## config.mk

```make
export PLATFORM = sky130hd
export DESIGN_NAME = pc_unit
export DESIGN_NICKNAME = d
export VERILOG_FILES = /design/src/rtl/pc_pkg.sv /design/src/rtl/pc_ras.sv /design/src/rtl/pc_unit.sv
export SDC_FILE = /design/constraint.sdc
export NUM_CORES = 1
export LEC_CHECK = 0
export BUFFER_PORTS_ARGS = -buffer_cell sky130_fd_sc_hd__clkbuf_2
export CORE_MARGIN = 1.5
export CORE_UTILIZATION = 50
export DETAILED_ROUTE_END_ITERATION = 8
export GPL_TIMING_DRIVEN = 0
export PLACE_DENSITY = 0.86
export SLEW_MARGIN = 15
export SYNTH_ARGS = -nofsm -noshare
export SYNTH_HDL_FRONTEND = slang
export SYNTH_SLANG_ARGS = --single-unit
```

## constraint.sdc

```tcl
create_clock -name clk -period 13.4 [get_ports clk]
set_input_delay 0.67 -clock clk [delete_from_list [all_inputs] [get_ports clk]]
set_output_delay 0.67 -clock clk [all_outputs]
set_load 0.005 [all_outputs]
```

## src/rtl/pc_pkg.sv

```systemverilog
// Shared definitions for the program-counter unit: next-PC source codes and
// the sequential increment.
package pc_pkg;

    typedef enum logic [2:0] {
        SEL_SEQ  = 3'd0,
        SEL_JAL  = 3'd1,
        SEL_JALR = 3'd2,
        SEL_BR   = 3'd3,
        SEL_TRAP = 3'd4,
        SEL_MRET = 3'd5,
        SEL_RET  = 3'd6,
        SEL_RSVD = 3'd7
    } pc_sel_t;

    localparam int unsigned INC = 4;

endpackage

```

## src/rtl/pc_ras.sv

```systemverilog
// Return-address stack as a circular buffer: a full push overwrites the oldest
// entry, and push+pop together rewrite the top in place.
module pc_ras
    import pc_pkg::*;
#(
    parameter int unsigned XLEN      = 32,
    parameter int unsigned RAS_DEPTH = 4
)(
    input  logic                         clk,
    input  logic                         rst_n,
    input  logic                         push,
    input  logic                         pop,
    input  logic [XLEN-1:0]              wdata,
    output logic [XLEN-1:0]              top,
    output logic                         empty,
    output logic [$clog2(RAS_DEPTH):0]   count
);

    localparam int unsigned PTR_W = $clog2(RAS_DEPTH);
    localparam int unsigned CNT_W = PTR_W + 1;

    logic [XLEN-1:0]  mem [RAS_DEPTH];
    logic [PTR_W-1:0] ptr;
    logic [PTR_W-1:0] top_idx;
    logic [CNT_W-1:0] cnt;
    logic             pop_ok;

    // ptr addresses the next free slot; the top lives one below it
    assign top_idx = ptr - PTR_W'(1);
    assign top     = mem[top_idx];
    assign empty   = (cnt == '0);
    assign count   = cnt;
    assign pop_ok  = pop && !empty;

    always_ff @(posedge clk) begin
        if (!rst_n) begin
            ptr <= '0;
            cnt <= '0;
        end else if (push && pop_ok) begin
            ptr <= ptr;
            cnt <= cnt;
        end else if (push) begin
            ptr <= ptr + PTR_W'(1);
            if (cnt != CNT_W'(RAS_DEPTH))
                cnt <= cnt + CNT_W'(1);
        end else if (pop_ok) begin
            ptr <= ptr - PTR_W'(1);
            cnt <= cnt - CNT_W'(1);
        end
    end

    always_ff @(posedge clk) begin
        if (push) begin
            if (pop_ok)
                mem[top_idx] <= wdata;
            else
                mem[ptr] <= wdata;
        end
    end

endmodule

```

## src/rtl/pc_unit.sv

```systemverilog
// Program counter with next-PC source selection, alignment guard, fetch-valid
// flag and an attached return-address stack.
module pc_unit
    import pc_pkg::*;
#(
    parameter int unsigned     XLEN      = 32,
    parameter logic [XLEN-1:0] RESET_VEC = '0,
    parameter int unsigned     RAS_DEPTH = 4
)(
    input  logic            clk,
    input  logic            PC_RST_N,
    input  logic            PC_WRITE,
    input  logic [2:0]      PC_SEL,
    input  logic            PC_READY,
    input  logic [XLEN-1:0] JAL_TGT,
    input  logic [XLEN-1:0] JALR_TGT,
    input  logic [XLEN-1:0] BR_TGT,
    input  logic [XLEN-1:0] MTVEC,
    input  logic [XLEN-1:0] MEPC,
    input  logic            RAS_PUSH,
    output logic [XLEN-1:0] PC_COUNT,
    output logic [XLEN-1:0] PC_NEXT4,
    output logic            PC_VALID,
    output logic            PC_MISALIGN,
    output logic            RAS_EMPTY
);

    localparam int unsigned CNT_W = $clog2(RAS_DEPTH) + 1;

    pc_sel_t          sel;
    logic [XLEN-1:0]  pc_p0;
    logic             vld_p0;
    logic [XLEN-1:0]  tgt;
    logic [XLEN-1:0]  ras_top;
    logic [CNT_W-1:0] ras_cnt;
    logic             ras_empty;
    logic             redirect;
    logic             accept;

    assign sel      = pc_sel_t'(PC_SEL);
    assign PC_NEXT4 = pc_p0 + XLEN'(INC);

    always_comb begin
        tgt = PC_NEXT4;
        case (sel)
            SEL_JAL:  tgt = JAL_TGT;
            SEL_JALR: tgt = JALR_TGT;
            SEL_BR:   tgt = BR_TGT;
            SEL_TRAP: tgt = MTVEC;
            SEL_MRET: tgt = MEPC;
            SEL_RET:  tgt = (ras_cnt != '0) ? ras_top : JALR_TGT;
            default:  tgt = PC_NEXT4;
        endcase
    end

    // A misaligned target blocks the whole update; the trap path is external
    assign PC_MISALIGN = |tgt[1:0];
    assign redirect    = (sel != SEL_SEQ);
    assign accept      = PC_WRITE && !PC_MISALIGN && (redirect || (vld_p0 && PC_READY));

    pc_ras #(
        .XLEN      (XLEN),
        .RAS_DEPTH (RAS_DEPTH)
    ) u_ras (
        .clk   (clk),
        .rst_n (PC_RST_N),
        .push  (accept && RAS_PUSH),
        .pop   (accept && (sel == SEL_RET)),
        .wdata (PC_NEXT4),
        .top   (ras_top),
        .empty (ras_empty),
        .count (ras_cnt)
    );

    // Stage p0: architectural PC and fetch-valid flag
    always_ff @(posedge clk) begin
        if (!PC_RST_N) begin
            pc_p0  <= RESET_VEC;
            vld_p0 <= 1'b0;
        end else begin
            vld_p0 <= 1'b1;
            if (accept)
                pc_p0 <= tgt;
        end
    end

    assign PC_COUNT  = pc_p0;
    assign PC_VALID  = vld_p0;
    assign RAS_EMPTY = ras_empty;

endmodule

```

After elaboration in Yosys (flattened, before gate mapping)
Memories as Yosys holds them, arrays and structs flattened.
Index checks and enable logic that the tools add are counted.
{"block": "word_totals", "regBits": 38, "mem_bits_rw": 128, "inputBits": 168, "output_inout_bits": 67, "word_cells": 54, "mem_count": 1}
{"block": "classes", "n_addsub": 5, "eq_ne": 8, "mux": 17, "bitwise": 1, "reduce_logical": 18}
{"name": "u_ras.mem", "depth": 4, "word_bits": 32, "rd": 1, "rd_ports_with_merged_regs": 0, "wr": 1, "line": "pc_ras.sv:22", "text": "logic [XLEN-1:0] mem [RAS_DEPTH];"}
{"cell": "one-hot mux 32 bit (6 select lines)", "n": 1}
{"cell": "two-way mux 32 bit", "n": 2}
{"cell": "adder 32 x 3 -> 32 bit (second input constant)", "n": 1}
{"cell": "OR reduction 32 bit", "n": 1}
{"cell": "== test 3 bit (second input constant)", "n": 3}
{"cell": "two-way mux 3 bit", "n": 3}
{"cell": "two-way mux 1 bit", "n": 8}
{"cell": "logical AND 1 bit", "n": 7}
{"cell": "== test 3 x 2 -> 1 bit (second input constant)", "n": 2}
{"cell": "two-way mux 2 bit", "n": 3}
{"cell": "nonzero test 3 bit", "n": 2}
{"cell": "adder 3 x 1 -> 3 bit (second input constant)", "n": 1}
{"cell": "== test 3 x 1 -> 1 bit (second input constant)", "n": 1}
{"cell": "zero test 3 bit", "n": 1}
{"cell": "inequality test 3 bit (second input constant)", "n": 1}
{"cell": "AND reduction 3 bit", "n": 1}
{"cell": "subtractor 3 x 1 -> 3 bit (second input constant)", "n": 1}
{"cell": "adder 2 x 1 -> 2 bit (second input constant)", "n": 1}
{"cell": "zero test 1 bit", "n": 2}
{"cell": "inequality test 2 bit (second input constant)", "n": 1}
{"cell": "AND reduction 2 bit", "n": 1}
{"cell": "nonzero test 2 bit", "n": 1}
{"cell": "OR reduction 2 bit", "n": 1}
{"cell": "subtractor 2 x 1 -> 2 bit (second input constant)", "n": 1}
{"cell": "other kinds (2)", "n": 2}

Logic depth before layout (Yosys ltp)
Gate-level depths: netlist of run 1.
An unclocked memory read counts as a cell.
{"block": "depth", "ltp_word": 15, "ltp_mapped": 12, "depth_no_buf": 11}

Cells and area by module
From an unflattened synthesis of run 1, not the netlist that was laid out.
{"block": "unflattened", "cells_unflattened": 757, "area_unflattened_um2": 8933.6}
{"module": "pc_ras", "instances": 1, "cells_per_inst": 214, "area_per_inst_um2": 5057.4, "seq_area_each_um2": 3943.8}
{"module": "pc_unit", "instances": 1, "cells_per_inst": 543, "area_per_inst_um2": 3876.2, "seq_area_each_um2": 660.6}

Least setup slack after synthesis of run 1
Ideal clock, no wire load.
{"block": "synth_path", "path_kind": "input -> register", "startpoint": "in PC_SEL[2]", "endpoint": "mem u_ras.mem[0][0], enable pin", "setup_time_ns": 0.468, "t_arrival_ns": 4.755, "required_time_ns": 12.932, "setup_slack_ns": 8.177, "cell_stages": 9, "cell_sequence": "buf_2 nor3_1 nor2b_1 nor4_2 a21oi_4 or3_1 ha_1 xor2_1 nor3b_1"}
{"block": "synth_between", "elab_chain_len": 13, "word_cells_on_any_way": 25, "classes_between": "eq/ne (6); mux (9); reduce/logical (10)"}
{"element": "from (decl)", "line": "pc_unit.sv:13", "text": "input logic [2:0] PC_SEL,"}
{"element": "== test 3 bit (tied with other cells)", "line": "pc_unit.sv:45, pc_unit.sv:68"}
{"element": "one-hot mux 32 bit (6 select lines)", "line": "pc_unit.sv:45", "text": "case (sel)"}
{"element": "OR reduction 2 bit", "line": "pc_unit.sv:57", "text": "assign PC_MISALIGN = |tgt[1:0];"}
{"element": "zero test 1 bit", "line": "pc_unit.sv:59", "text": "assign accept = PC_WRITE && !PC_MISALIGN && (redirect || (vld_p0 && PC_READY));"}
{"element": "logical AND 1 bit (2 in series)", "line": "pc_unit.sv:59"}
{"element": "logical AND 1 bit", "line": "pc_unit.sv:68", "text": ".pop (accept && (sel == SEL_RET)),"}
{"element": "logical AND 1 bit", "line": "pc_ras.sv:33", "text": "assign pop_ok = pop && !empty;"}
{"element": "two-way mux 1 bit", "line": "pc_ras.sv:54", "text": "if (pop_ok)"}
{"element": "two-way mux 1 bit", "line": "pc_ras.sv:53", "text": "if (push) begin"}
{"element": "two-way mux 1 bit (not written as such)", "line": "pc_ras.sv:57", "text": "mem[ptr] <= wdata;"}
{"element": "OR reduction 32 bit (no source line)"}
{"element": "two-way mux 2 bit (no source line) or two-way mux 1 bit (tied branches)"}
{"element": "to (decl)", "line": "pc_ras.sv:22"}
Several ways; a longest one is shown, not always the timed one.

Worst setup path after layout of run 1
{"block": "layout_path", "startpoint": "in PC_SEL[0]", "endpoint": "mem u_ras.mem[0][14], enable pin"}
The elaborated chain is that of the path after synthesis.

==> results of run 1 <==
flip-flops by register name, summed over array words and instances (netlist names):
register,count
PC_COUNT,32
PC_VALID,1
u_ras.count,3
u_ras.mem,128
u_ras.ptr,2
per-layer routing:
metal	share of wire	GRT usage	vias up
li1	-	-	3478
met1	0.34	0.430	3821
met2	0.46	0.564	753
met3	0.14	0.123	138
met4	0.056	0.188	0
met5	0	0	-
worst paths after layout:
kind,cells after the start,slack (ps),from,endpoint
setup / recovery,12,8990,PC_SEL[0],u_ras.mem[0][14]
hold / removal,1,380,PC_RST_N,PC_VALID
setup reg to reg,10,9270,u_ras.count[0],u_ras.mem[0][14]
hold reg to reg,2,510,u_ras.count[2],u_ras.count[2]
power by group through the flow:
stage	Clock, mW	Combinational [mW]	Sequential [mW]
floorplan	0	0.143	0.603
global placement	0	0.247	0.608
detailed placement	0	0.256	0.608
CTS	0.467	0.259	0.597
global route	0.488	0.281	0.599
finish	0.467	0.268	0.599
kinds of logic (layout without fill, tap and decap cells):
kind of cell	after synthesis	count (layout)	share of synthesized area
AND/OR/NAND/NOR	221	221	0.118
AO/OA/AOI/OAI	205	205	0.150
flip-flops	166	166	0.530
multiplexers	75	75	0.134
buffers and inverters	68	340	0.0320
XOR/XNOR	31	31	0.0312
adder cells (fa/ha/maj)	3	3	0.00518
critical path, delay by kind of cell:
| kind | cells | cell delay (ps) |
|---|---|---|
| buf+inv | 4 | 730 |
| xor+xnor | 1 | 200 |
| simple gates | 4 | 2000 |
| compound gates | 2 | 670 |
| fa+ha+maj | 1 | 270 |
placed cells by master (no fill, tap or decap), types with 16 or more instances in the layout:
cell type,synthesis,final
a22oi_1,20,20
a21oi_1,75,74
xnor2_1,20,20
edfxtp_1,128,128
mux2i_1,31,31
nor3_1,17,17
o22ai_1,16,16
o21ai_0,33,33
clkbuf_16,0,17
clkbuf_2,1,235
dfxtp_1,38,38
nor2_1,46,45
nand2_1,97,97
mux4_2,32,32
clkbuf_1,31,32
layout make-up:
| cell class | instances | area share |
|---|---|---|
| flip-flops and latches | 166 | 0.425 |
| well taps | 225 | 0.0260 |
| clock inverters | 13 | 0.0114 |
| inverters | 11 | 0.00381 |
| clock buffers | 19 | 0.0409 |
| multi-input cells | 535 | 0.353 |
| plain buffers | 57 | 0.0218 |
| repair buffers | 240 | 0.118 |
metrics by stage:
step	setup slack (ps)	hold slack, ps	cells
floorplan	8180	454	769
detailed placement	8650	496	1234
global placement	5740	472	1228
global route	8870	389	1266
CTS	9080	384	1266
finish	8990	382	1266
==> metrics.cfg, run 1 <==
[place]
dpl_cell_area_mm2 = 0.0103
gp_congestion = 0.979
port_buffers = 234
dp_hpwl_um = 23500

[timing]
tightest_slew_ps = 1070
rsz0062_at_grt = no
fin_tns_setup_ps = 0
max-slew-margin-rel = 0.285
finalClockSkew_ps = 7.70
slew_violations = 0
layout_min_cycle_time_ps = 4410
max_freq_ghz = 0.227
finalHoldViolCount = 0
fin_crit_sh = 0.329
setup_violations = 0

[pwr]
fin_total_pwr_mw = 1.33
swShare = 0.292
p_leak_nw = 4.24
p_comb_frac = 0.201
power_frac_seq = 0.449
p_clk_frac = 0.350
power_per_cell_area_mw_per_mm2 = 123
switching_power_mw = 0.390
internal_power_mw = 0.944
ir_drop_mv = 0.0837

[setup_path]
end_kind = flop
critical_path_arrival_ps = 4550
start_kind = input port
critPathSlowestCell = nor3b_2
crit_type = in2reg
max_stage_delay_ps = 710
cpMostUsedCell = nand2_1
path_cells = clkbuf_2 -> nor2b_1 -> nand2_1 -> a211o_1 -> a21o_1 -> nand2_1 -> inv_1 -> ha_1 -> xor2_1 -> nor3b_2 -> buf_6 -> buf_4
path_max_fanout = 9
crit_required_ps = 13540

[synthesis]
yosys_warnings = 0
synthMostInstantiatedCell = edfxtp_1
yosysTopAreaCell = edfxtp_1
synth_area_leaders = edfxtp_1, dfxtp_1, mux4_2
netlist.area_leader.share = 0.442
syn_inst = 769
ys_ff_latch = 166
synth_flop_cell = edfxtp_1
synth_edf_count = 128
synth_commonest_cells = edfxtp_1, nand2_1, a21oi_1
ys_async_sr_fraction = 0
synth_area_mm2 = 0.00869
syn_avg_cell_area_um2 = 11.3
synth.distinct_cells = 59
syn-num-nets = 940
ys_seq_area_frac = 0.530

[finish]
seq_area_mm2 = 0.00460
utilization = 0.633
drive_above_1_share = 0.327
multi_input_area_mm2 = 0.00383
fillCellCount = 1332
nets = 1199
diodes = 0
area_growth_pct = 24.8
fin_area_mm2 = 0.0108

[global_route]
grt_pass1_wl_um = 46500
antenna_found_initial = 0
track_usage = 0.356
grt_max_degree = 19
grt_pass1_vias = 7751
overflow = 0

[clock_tree]
cts_setup_buffers = 0
path_clk_slew_ps = 60
clkLatencyLatePin_ps = 440
cts_made_buffers = 17
htreeDepth = 4
cts_sinks = 166
cts.path.max_buffers = 2
cts_hold_buf = 0
ctsResizeCount = 0
cts_tree = yes
cts-root-buf = clkbuf_16

[detailed_routing]
drt_iter0_drc = 1204
dr.pass1.iters = 5
wl_um = 32200
via_per_inst = 6.47
ant_nets = 0
drcViolationCount = 0
vias = 8190
wl_per_cell_um = 25.4

[run]
maxCapViolCount = 0

[floorplanning]
ioPinCount = 235
die_y_um = 135
dieArea_mm2 = 0.0182
rows = 48
die_w_um = 135
start_util = 0.508
coreArea_mm2 = 0.0171

[min_path]
hold_class = in2reg

[status]
status = finished, final reports clean

Note: power is estimated with default switching activity, not from simulation.
==> run 2, diff against run 1 <==
CORE_UTILIZATION = 48   (was 50)
clock period = 4 ns   (was 13.4 ns; I/O delays follow)
==> run 2 against run 1 <==
Sequential share of layout area is 0.29 points lower. Clock skew is 1.3 ps higher. Clock-buffer cell count is 2 lower. Final cell count is 0.39% higher. Die area is 4.1% higher. Routed wire length is 2.5% higher. First-iteration DRC count is 7.6% higher. Cell area is 0.68% higher. Hold slack worse by 170 ps. Clock power grew to 3.5 times the previous value. Sequential power grew to 3.3 times the previous value.
==> metrics.cfg, run 2 (synthesis gave the netlist of run 1 again) <==
[timing]
slew_violations = 0  ; unchanged
layout_min_cycle_time_ps = 3650
fin_tns_setup_ps = 0  ; unchanged
max-slew-margin-rel = 0.295  ; +0.0109
tightest_slew_ps = 1050  ; -16.3 ps
setup_violations = 0  ; unchanged
finalHoldViolCount = 0  ; unchanged
fin_crit_sh = 0.913
rsz0062_at_grt = no
finalClockSkew_ps = 9.03  ; +1.33 ps
worst_slack_ps = 348  ; -8640 ps
max_freq_ghz = 0.274

[floorplanning]
dieArea_mm2 = 0.0189  ; +4.1%
rows = 49  ; +2.1%
coreArea_mm2 = 0.0178  ; +4.2%
die_y_um = 138  ; +2.0%
die_w_um = 138  ; +2.0%
start_util = 0.487  ; -0.0206
ioPinCount = 235  ; unchanged

[pwr]
ir_drop_mv = 0.356  ; +320%
power_per_cell_area_mw_per_mm2 = 418  ; +240%
p_leak_nw = 4.26  ; +0.36%

[detailed_routing]
drcViolationCount = 0  ; unchanged
drt_iter0_drc = 1295  ; +7.6%
dr.pass1.iters = 7  ; +2
wl_per_cell_um = 26.0  ; +2.1%
ant_nets = 0  ; unchanged
wl_um = 33000  ; +2.5%
via_per_inst = 6.46  ; -0.10%
vias = 8214  ; +0.29%

[clock_tree]
htreeDepth = 4  ; unchanged
clkLatencyLatePin_ps = 440  ; about the same
cts-root-buf = clkbuf_16
cts_tree = yes
cts_made_buffers = 17  ; unchanged
cts.path.max_buffers = 2  ; unchanged
cts_sinks = 166  ; unchanged
path_clk_slew_ps = 70  ; about the same

[finish]
fillCellCount = 1425  ; +7.0%
final_cell_mix = clkbuf_2, edfxtp_1, nand2_1
layout_commonest_cell = clkbuf_2
nets = 1200  ; +0.083%
utilization = 0.612  ; -0.0216
area_growth_pct = 25.6
diodes = 0  ; unchanged
fin_area_mm2 = 0.0109  ; +0.68%
drive_above_1_share = 0.327  ; +0.000646
largest_reg_flops = 128  ; unchanged
regMostFlops = u_ras.mem

[setup_path]
crit_start = u_ras.ptr[1]
crit_type = reg2reg
max_stage_delay_ps = 580  ; -130 ps
end_kind = flop
crit_required_ps = 4140  ; -9400 ps
start_kind = flop
critPathSlowestCell = and3_2
critical_path_arrival_ps = 3790  ; -760 ps
path_max_fanout = 17  ; +8
rr_startpoint = u_ras.ptr[1]
path_cells = mux4_2 -> a211o_1 -> a21o_1 -> nand2_1 -> inv_1 -> ha_1 -> xor2_1 -> and3_2 -> buf_16

[place]
dp_hpwl_um = 24200  ; +2.9%
port_buffers = 234  ; unchanged
gp_congestion = 0.958  ; -2.1%
dpl_cell_area_mm2 = 0.0103  ; +0.15%
pre_cts_slack_ps = -145  ; -8800 ps

[global_route]
overflow = 0  ; unchanged
antenna_found_initial = 0  ; unchanged
grt_pass1_wl_um = 47300  ; +1.7%
track_usage = 0.352  ; -0.00323
grt_pass1_vias = 7898  ; +1.9%
grt_max_degree = 18  ; -1

[min_path]
worstHoldStart = JALR_TGT[6]
hold_class = in2reg

[run]
maxCapViolCount = 0  ; unchanged

[status]
status = finished, final reports clean

run 2: cell count changes in the layout (fill, tap and decap cells not counted), sizes merged:
cell / previous run / this run
bufinv: 1 / 2
clkbuf: 285 / 283
inv: 14 / 15
dlygate4sd3: 0 / 1
clkinvlp: 3 / 5
clkinv: 6 / 4
run 2: routing by layer:
layer / track usage / routed length [um] / vias to the layer above
met1: 0.431 / 11500 / 3859
met5: 0 / 0 / -
met4: 0.239 / 2250 / 0
li1: - / - / 3483
met2: 0.533 / 14900 / 714
met3: 0.113 / 4450 / 158
run 2: critical path, delay by kind of cell, from the launching register on:
| family | cells | cell delay [ps] |
|---|---|---|
| buf+inv | 2 | 370 |
| simple gates | 2 | 960 |
| fa+ha+maj | 1 | 270 |
| compound gates | 2 | 610 |
| xor+xnor | 1 | 200 |
| flops | 1 | 410 |
| mux | 1 | 520 |
run 2: report_power, final:
| part | leakage, nW | total, mW | internal (mW) | switching, mW |
|---|---|---|---|---|
| Clock | 0.275 | 1.65 | 0.932 | 0.720 |
| Sequential | 1.49 | 2.00 | 1.94 | 0.0657 |
| Combinational | 2.49 | 0.907 | 0.347 | 0.559 |
| Total | 4.26 | 4.56 | 3.22 | 1.35 |
run 2: final timing paths:
kind / end / slack, ps / cells after the start
hold / removal: PC_COUNT[6] / 220 / 5
hold reg to reg: u_ras.count[2] / 530 / 2
setup / recovery: u_ras.mem[2][27] / 350 / 9
setup reg to reg: u_ras.mem[2][27] / 350 / 9
run 2: final cells by class:
cell class / count / area, um2 / area share
clock buffers: 17 / 425 / 0.0390
inverters: 11 / 41.3 / 0.00378
well taps: 229 / 287 / 0.0262
multi-input cells: 535 / 3840 / 0.352
repair buffers: 241 / 1310 / 0.120
flip-flops and latches: 166 / 4600 / 0.422
plain buffers: 57 / 236 / 0.0217
clock inverters: 15 / 170 / 0.0156
run 2: stage by stage:
step | std cells | hold slack [ps] | total power [mW]
after CTS | 1270 | 202 | 4.53
after global routing | 1271 | 269 | 4.68
after detailed placement | 1237 | 368 | 2.90
after floorplan | 769 | 228 | 2.50
after global placement | 1232 | 367 | 2.87
final | 1271 | 217 | 4.56
run 2: repair_timing:
item,CTS,global route
setup buffers,0,1
hold buffers,1,0
setup endpoints to repair,0,17
hold endpoints to repair,1,0
gates resized for setup,0,0
==> run 3, diff against run 2 <==
CELL_PAD_IN_SITES_DETAIL_PLACEMENT = 2   (was unset)
CELL_PAD_IN_SITES_GLOBAL_PLACEMENT = 2   (was unset)
CORE_UTILIZATION = 30   (was 48)
PLACE_DENSITY = unset   (was 0.86)
PLACE_DENSITY_LB_ADDON = 0.1   (was unset)
==> run 3 against run 2 <==
Cell area rose by 2.1%. Power rose by 1.7%. First-iteration DRC count fell by 57%. Combinational power rose by 5.3%. Fmax fell by 5.3%. Largest power group unchanged. Via count fell by 1.4%. Clock power barely moved. Global-route usage fell by 6.8 points. Sequential share of layout area fell by 0.88 points. Non-clock buffer count rose by 4. Utilization fell by 22 points. Setup slack got worse by 200 ps.
==> metrics.cfg, run 3 (synthesis gave the netlist of run 1 again) <==
[detailed_routing]
drt_iter0_drc = 562  ; -57%
wl_per_cell_um = 29.5  ; +14%
vias = 8103  ; -1.4%
wl_um = 42200  ; +28%
via_per_inst = 5.67  ; -12%
ant_nets = 0  ; unchanged
drcViolationCount = 0  ; unchanged
dr.pass1.iters = 5  ; -2

[timing]
max-slew-margin-rel = 0.162  ; -0.133
slew_violations = 0  ; unchanged
rsz0062_at_grt = no
layout_min_cycle_time_ps = 3850  ; +203 ps
hold_ws_ps = 245  ; +28.6 ps
finalHoldViolCount = 0  ; unchanged
fin_tns_setup_ps = 0  ; unchanged
finalClockSkew_ps = 16.8  ; +7.73 ps
setup_violations = 0  ; unchanged
max_freq_ghz = 0.259  ; -5.3%
fin_crit_sh = 0.964  ; +0.0507
tightest_slew_ps = 1260  ; +204 ps

[finish]
instances_no_fill = 1430  ; +13%
fillCellCount = 3082  ; +120%
final_cell_mix = clkbuf_2, edfxtp_1, nand2_1
drive_above_1_share = 0.332  ; +0.00448
regMostFlops = u_ras.mem
diodes = 0  ; unchanged
utilization = 0.390  ; -0.222
nets = 1204  ; +0.33%
area_growth_pct = 28.3
largest_reg_flops = 128  ; unchanged
layout_commonest_cell = clkbuf_2

[min_path]
worstHoldStart = JALR_TGT[2]
min_to = PC_COUNT[2]
hold_class = in2reg
worstHoldPathCells = 5  ; unchanged

[setup_path]
crit_type = reg2reg
rr_startpoint = u_ras.count[0]
critical_path_arrival_ps = 3990  ; +200 ps
worstRegToRegCells = 9  ; unchanged
start_kind = flop
path_max_fanout = 20  ; +3
r2r_slack_ps = 150  ; -200 ps
crit_required_ps = 4140  ; about the same
end_kind = flop
r2r_end = u_ras.mem[2][30]

[place]
port_buffers = 234  ; unchanged
dp.cells = 1395  ; +13%
gp_congestion = 0.848  ; -12%
dp_hpwl_um = 31000  ; +28%

[global_route]
grt_pass1_wl_um = 61000  ; +29%
met2_usage = 0.469  ; -0.0634
use_met1 = 0.369  ; -0.0621
track_usage = 0.284  ; -0.0680
overflow = 0  ; unchanged
grt_max_degree = 21  ; +3
use_met3 = 0.0646  ; -0.0479
busiest_layer = met2
antenna_found_initial = 2  ; +2
grt_pass1_vias = 8708  ; +10%

[floorplanning]
dieArea_mm2 = 0.0300  ; +59%
rows = 62  ; +27%
ioPinCount = 235  ; unchanged
die_y_um = 173  ; +26%
die_w_um = 173  ; +26%
coreArea_mm2 = 0.0286  ; +60%
start_util = 0.304  ; -0.183

[clock_tree]
cts_sinks = 166  ; unchanged
cts_tree = yes
path_clk_slew_ps = 80  ; about the same
cts.path.max_buffers = 2  ; unchanged
cts-root-buf = clkbuf_16
clkLatencyLatePin_ps = 440  ; about the same
htreeDepth = 4  ; unchanged
cts_made_buffers = 17  ; unchanged

[pwr]
power_per_cell_area_mw_per_mm2 = 416  ; -0.40%
ir_drop_mv = 0.269  ; -24%
p_leak_nw = 4.30  ; +0.87%

[status]
status = finished, final reports clean

[run]
maxCapViolCount = 0  ; unchanged

-- run 3: cell types whose count changed in the layout (fill, tap and decap cells not counted), moves of 2 or more --
cell,previous run,this run
inv_8,1,5
clkinv_4,3,0
clkinvlp_4,5,2
inv_6,4,7
buf_4,2,4
bufinv_16,2,0
-- run 3: how the worst max path moves through the flow --
stage / start / end / slack, ps
after floorplan: u_ras.ptr[1] / u_ras.mem[1][0] / 190
after global placement: PC_SEL[1] / u_ras.mem[1][26] / -2170
after detailed placement: PC_SEL[0] / u_ras.mem[0][26] / -310
after CTS: PC_COUNT[2] / PC_NEXT4[27] / 20
after global routing: u_ras.count[0] / u_ras.mem[2][30] / 40
final: u_ras.count[0] / u_ras.mem[2][30] / 150
-- run 3: per-stage QoR --
step / total power, mW / instance area [um2] / worst slack, ps
after floorplan: 2.50 / 8700 / 186
after global placement: 2.95 / 10300 / -2170
after detailed placement: 2.99 / 10500 / -314
after CTS: 4.65 / 11100 / 16.0
after global routing: 4.79 / 11100 / 37.7
final: 4.64 / 11100 / 145
-- run 3: critical path, cell delays in order (launching register included) --
cell and delay [ps]:
dfxtp_1 440, or3_1 140, clkbuf_1 380, clkinvlp_4 380, buf_1 400, or3_1 470, ha_1 280, xor2_1 200
and3_2 550, buf_12 270
-- run 3: power breakdown --
group          internal, mW  leakage (nW)  switching (mW)
Combinational         0.352          2.53           0.603
Sequential             1.94          1.49          0.0690
Clock                 0.850         0.280           0.833
-- run 3: timing repair --
action | CTS | global route
hold endpoints to repair | 1 | 0
hold buffers | 1 | 0
setup endpoints to repair | 34 | 19
setup buffers | 2 | 0
resized for setup | 1 | 3
pin swaps | 1 | 0
-- run 3: routing by layer --
layer  vias up  share of wire
li1       3472              -
met1      4168           0.42
met2       394           0.48
met3        69          0.078
met4         0          0.028
met5         -              0
-- run 3: cell type report --
class | count | area, um2 | area share
inverter | 11 | 45.0 | 0.00404
buffer | 57 | 238 | 0.0213
clock buffer | 19 | 443 | 0.0397
tap | 384 | 480 | 0.0431
multi-input combinational | 535 | 3840 | 0.345
clock inverter | 13 | 125 | 0.0112
timing repair buffer | 245 | 1370 | 0.123
sequential | 166 | 4600 | 0.413
